File: src/rtl/td4_pkg.sv
// Shared TD4 definitions: program-store geometry, loader FSM encoding, opcodes.
package td4_pkg;

   localparam int DEPTH  = 16;
   localparam int ADDR_W = 4;
   localparam int WORD_W = 8;

   typedef enum logic [2:0] {
      ST_IDLE  = 3'd0,
      ST_LOAD  = 3'd1,
      ST_CHECK = 3'd2,
      ST_RUN   = 3'd3,
      ST_ERR   = 3'd4
   } state_t;

   localparam logic [3:0] OP_ADD_A_IM = 4'b0000;
   localparam logic [3:0] OP_MOV_A_B  = 4'b0001;
   localparam logic [3:0] OP_IN_A     = 4'b0010;
   localparam logic [3:0] OP_MOV_A_IM = 4'b0011;
   localparam logic [3:0] OP_MOV_B_A  = 4'b0100;
   localparam logic [3:0] OP_ADD_B_IM = 4'b0101;
   localparam logic [3:0] OP_IN_B     = 4'b0110;
   localparam logic [3:0] OP_MOV_B_IM = 4'b0111;
   localparam logic [3:0] OP_OUT_B    = 4'b1001;
   localparam logic [3:0] OP_OUT_IM   = 4'b1011;
   localparam logic [3:0] OP_JNC      = 4'b1110;
   localparam logic [3:0] OP_JMP      = 4'b1111;

   // Modulo-256 running sum; a good image plus its checksum byte totals zero.
   function automatic logic [WORD_W-1:0] csum_add(input logic [WORD_W-1:0] acc,
                                                  input logic [WORD_W-1:0] b);
      return acc + b;
   endfunction

endpackage

File: src/rtl/td4_prog_ram.sv
// 16x8 flop array with one write port and one combinational read port.
module td4_prog_ram
   import td4_pkg::*;
(
   input  logic              clk,
   input  logic              clr,
   input  logic              we,
   input  logic [ADDR_W-1:0] waddr,
   input  logic [WORD_W-1:0] wdata,
   input  logic [ADDR_W-1:0] raddr,
   output logic [WORD_W-1:0] rdata
);

   logic [WORD_W-1:0] mem [DEPTH];

   always_ff @(posedge clk or negedge clr) begin
      if (!clr) begin
         for (int i = 0; i < DEPTH; i++) mem[i] <= '0;
      end else if (we) begin
         mem[waddr] <= wdata;
      end
   end

   assign rdata = mem[raddr];

endmodule

File: src/rtl/td4_prog_rom.sv
// TD4 program store: byte-stream loader with optional checksum, holds the core in reset until a good image is resident.
module td4_prog_rom
   import td4_pkg::*;
#(
   parameter bit CHK_EN = 1'b1
)
(
   input  logic        clk,
   input  logic        clr,
   input  logic [3:0]  pc,
   output logic [3:0]  cmd,
   output logic [3:0]  data,
   output logic        cpu_clr_n,
   input  logic        load_start,
   input  logic        ld_valid,
   input  logic [7:0]  ld_byte,
   output logic        ld_ready,
   output logic        err,
   output logic        loaded
);

   state_t            state, state_next;
   logic [ADDR_W-1:0] cnt;
   logic [WORD_W-1:0] acc;
   logic [WORD_W-1:0] rdata;
   logic              accept;
   logic              mem_we;
   logic              last_word;

   // A restart request wins over any byte offered in the same cycle.
   assign accept    = ld_valid & ld_ready & ~load_start;
   assign last_word = (cnt == ADDR_W'(DEPTH - 1));

   always_ff @(posedge clk or negedge clr) begin
      if (!clr) begin
         state     <= ST_IDLE;
         cpu_clr_n <= 1'b0;
      end else begin
         state     <= state_next;
         cpu_clr_n <= (state == ST_RUN) && (state_next == ST_RUN);
      end
   end

   always_ff @(posedge clk or negedge clr) begin
      if (!clr) begin
         cnt <= '0;
         acc <= '0;
      end else if (load_start) begin
         cnt <= '0;
         acc <= '0;
      end else if (mem_we) begin
         acc <= csum_add(acc, ld_byte);
         if (!last_word) cnt <= cnt + 1'b1;
      end
   end

   always_comb begin
      state_next = state;
      case (state)
         ST_IDLE, ST_RUN, ST_ERR: begin
            if (load_start) state_next = ST_LOAD;
         end
         ST_LOAD: begin
            if (load_start)                 state_next = ST_LOAD;
            else if (accept && last_word)   state_next = CHK_EN ? ST_CHECK : ST_RUN;
         end
         ST_CHECK: begin
            if (load_start)  state_next = ST_LOAD;
            else if (accept) state_next = (csum_add(acc, ld_byte) == '0) ? ST_RUN : ST_ERR;
         end
         default: state_next = ST_IDLE;
      endcase
   end

   always_comb begin
      ld_ready = 1'b0;
      loaded   = 1'b0;
      err      = 1'b0;
      case (state)
         ST_LOAD, ST_CHECK: ld_ready = 1'b1;
         ST_RUN:            loaded   = 1'b1;
         ST_ERR:            err      = 1'b1;
         default: ;
      endcase
      mem_we = (state == ST_LOAD) && accept;
   end

   td4_prog_ram u_ram (
      .clk   (clk),
      .clr   (clr),
      .we    (mem_we),
      .waddr (cnt),
      .wdata (ld_byte),
      .raddr (pc),
      .rdata (rdata)
   );

   assign cmd  = rdata[7:4];
   assign data = rdata[3:0];

endmodule

File: config.mk
export PLATFORM = sky130hd
export DESIGN_NAME = td4_prog_rom
export DESIGN_NICKNAME = d
export VERILOG_FILES = /design/src/rtl/td4_pkg.sv /design/src/rtl/td4_prog_ram.sv /design/src/rtl/td4_prog_rom.sv
export SDC_FILE = /design/constraint.sdc
export NUM_CORES = 1
export LEC_CHECK = 0
export ABC_CLOCK_PERIOD_IN_PS = 2400
export BUFFER_PORTS_ARGS = -buffer_cell sky130_fd_sc_hd__buf_2
export CAP_MARGIN = 30
export CORE_ASPECT_RATIO = 1.5
export CORE_MARGIN = 2
export CORE_UTILIZATION = 40
export CTS_CLUSTER_DIAMETER = 80
export DETAILED_ROUTE_END_ITERATION = 16
export GPL_ROUTABILITY_DRIVEN = 0
export SYNTH_ARGS = -nofsm -noshare
export SYNTH_HDL_FRONTEND = slang
export SYNTH_SLANG_ARGS = --single-unit
File: constraint.sdc
create_clock -name clk -period 2.4 [get_ports clk]
set_clock_uncertainty 0.15 [all_clocks]
set_input_delay 0.12 -clock clk [delete_from_list [all_inputs] [get_ports clk]]
set_output_delay 0.12 -clock clk [all_outputs]
set_load 0.05 [all_outputs]
==> results.json <==
{
  "hold_viol": 0,
  "insertion_delay_ps": 420,
  "fp.dieH_um": 168,
  "power_density_nw_per_um2": 756,
  "slew_viol_final": 0,
  "drt_wl_total_mm": 16.2,
  "leakage_nw": 3.93,
  "ff2ff_setup_slack_ps": 140,
  "synth_area_um2": 7210,
  "fillers": 1589,
  "viasPerCell": 5.60,
  "status": "completed",
  "hpwl_mm": 11.3,
  "die-area_um2": 19100,
  "synth_top_area_share_pct": 50.0,
  "critPathRequiredTime_ps": 2130,
  "post-cts-setup-buffers": 0,
  "start_util_pct": 40.5,
  "worstHoldStart": "ld_valid",
  "vias": 4164,
  "worstSetupPathType": "register to output port",
  "drtAntennaViolNets": 0,
  "hp-class": "input pin to register",
  "finalCritPeriodShare_pct": 98.5,
  "pin_count": 28,
  "clk_pin_slew_ps": 60,
  "synth_area_leader_cell": "dfrtp_1",
  "syn_inst": 470,
  "antenna_cells": 0,
  "worstPathCellList": "mux4_1 > mux4_2 > buf_2",
  "power_mw": 6.26,
  "antenna_found_initial": 0,
  "synth_nets": 498,
  "clock-sinks": 144,
  "firstDrtPassIters": 4,
  "synthArstFlopShare_pct": 100,
  "grt_pass1_vias": 4554,
  "nets": 541,
  "holdPathEnd": "state[1]",
  "crit_path_start_kind": "register",
  "worst-slew-pin-transition_ps": 693,
  "route.detailed.drc": 0,
  "min_period_ps": 2360,
  "holdWs_ps": 27.1,
  "grt_pass1_wl_mm": 26.2,
  "crit_path_top_delay_cell": "mux4_1",
  "rows": 60,
  "synthDistinctLibCells": 53,
  "clockBufferDepth": 2,
  "h-tree-depth": 4,
  "endpoint_kind": "output port",
  "numCtsBuffers": 17,
  "max_freq_mhz": 423,
  "ir_drop_uv": 469,
  "holdPathStages": 5,
  "grt_overflow_total": 0,
  "yosysMostFrequentCell": "dfrtp_1",
  "core_um2": 17800,
  "ys_ff_latch": 144,
  "cts_tree": "built",
  "drt-initial-drc-count": 260,
  "wl_per_cell_um": 21.8,
  "drive_gt1_share_pct": 47.9,
  "ys.flop_type": "dfrtp_1",
  "drv_cap": 0,
  "rsz0062_at_grt": "no",
  "r2r-start": "acc[5]",
  "maxSlewHeadroom_pct": 53.7,
  "yosysSeqAreaShare_pct": 50.0,
  "grt_max_degree": 96,
  "synth-edff-count": 0,
  "grt.total_usage_pct": 18.3,
  "critPathMaxStageDelay_ps": 590,
  "tns_ps": 0,
  "setup_viol": 0,
  "yosysWarnings": 0,
  "synth_commonest_cells": "144 x dfrtp_1, 123 x mux2_2, 25 x mux4_2",
  "die_w_um": 114,
  "reg2reg_depth": 6,
  "clk_root_buffer_cell": "clkbuf_16",
  "syn_area_per_cell_um2": 15.3,
  "arrival_ps": 2090,
  "syn2layout_area_growth_pct": 14.9,
  "worst_r2r_endpoint": "state[2]",
  "yosys-top-cells-area": "dfrtp_1 50%, mux2_2 19%, mux4_2 7.8%",
  "io_buffers": 27,
  "critPathMaxFanout": 2
}
==> power by group <==
| part | switching, mW | internal (mW) | total [mW] | leakage, nW |
|---|---|---|---|---|
| clock network | 1.11 | 1.47 | 2.57 | 0.278 |
| logic | 0.472 | 0.449 | 0.921 | 1.70 |
| registers | 0.116 | 2.65 | 2.77 | 1.95 |
==> timing repair <==
| item | 4_1_cts | 5_1_grt |
|---|---|---|
| hold buffers | 6 | 0 |
| hold endpoints to repair | 151 | 0 |
| resized for setup | 1 | 6 |
| setup endpoints to repair | 1 | 5 |
==> critical path: cells and delay by family, from the launching register on <==
kind | cells | cell delay [ps]
buffers and inverters | 1 | 230
DFF | 1 | 370
muxes | 2 | 1080
==> placed cells by master, fill, tap and decap left out, types with 6 or more instances in the layout <==
cell,Yosys,routed
dfrtp_1,144,144
mux2_2,123,123
mux4_2,25,26
buf_2,7,25
clkbuf_16,0,17
buf_4,5,17
o21ai_0,15,14
mux4_1,14,13
ha_1,11,11
nand3_4,10,10
nand3_1,9,9
nor2_1,8,8
nand2_1,7,7
nor2b_1,6,6
mux2_1,6,6
==> kinds of logic after synthesis <==
family | share of synthesized area (%)
flops | 50.0
simple gates | 7.31
compound gates | 3.28
fa+ha+maj | 2.19
buf+inv | 3.21
mux | 33.5
xor+xnor | 0.486
==> metrics by stage <==
stage | utilization, % | worst slack, ps | cells | instance area [um^2]
finish | 46.6 | 36.6 | 743 | 8290
global route | 46.6 | 5.82 | 743 | 8290
CTS | 46.5 | 8.97 | 743 | 8270
detailed placement | 42.8 | 152 | 705 | 7620
global placement | 42.8 | 185 | 705 | 7620
floorplan | - | 327 | 470 | 7210
==> final cells by class <==
| class | instances | area, um^2 | share of cell area (%) |
|---|---|---|---|
| Timing Repair Buffer | 54 | 425 | 5.13 |
| Clock buffer | 18 | 429 | 5.18 |
| Sequential cell | 144 | 3600 | 43.5 |
| Inverter | 6 | 22.5 | 0.272 |
| Clock inverter | 14 | 149 | 1.80 |
| Tap cell | 217 | 272 | 3.28 |
| Multi-Input combinational cell | 290 | 3390 | 40.9 |
==> registers in the layout, indices dropped and copies added (netlist names) <==
register and cells:
cnt 4, acc 8, state 3, u_ram.mem 128
cpu_clr_n 1
==> per-layer routing <==
metal / vias to the layer above / share of wire [%] / track usage [%] / routed length, um
met5: - / 0 / 0 / 0
met3: 12 / 3.6 / 4.46 / 582
met1: 2180 / 41 / 22.2 / 6600
li1: 1887 / - / - / -
met2: 85 / 54 / 32.4 / 8740
met4: 0 / 1.6 / 4.88 / 254
==> worst max-delay path by stage <==
stage	slack, ps	from	end	cells after the start
final	40	u_ram.mem[52]	cmd[0]	3
after detailed placement	150	acc[0]	state[2]	7
after CTS	9	u_ram.mem[52]	cmd[0]	3
after global routing	6	u_ram.mem[72]	data[0]	3
after global placement	180	acc[0]	state[2]	7
after floorplan	330	acc[0]	state[2]	7
Note: power is estimated with default switching activity, not from simulation.
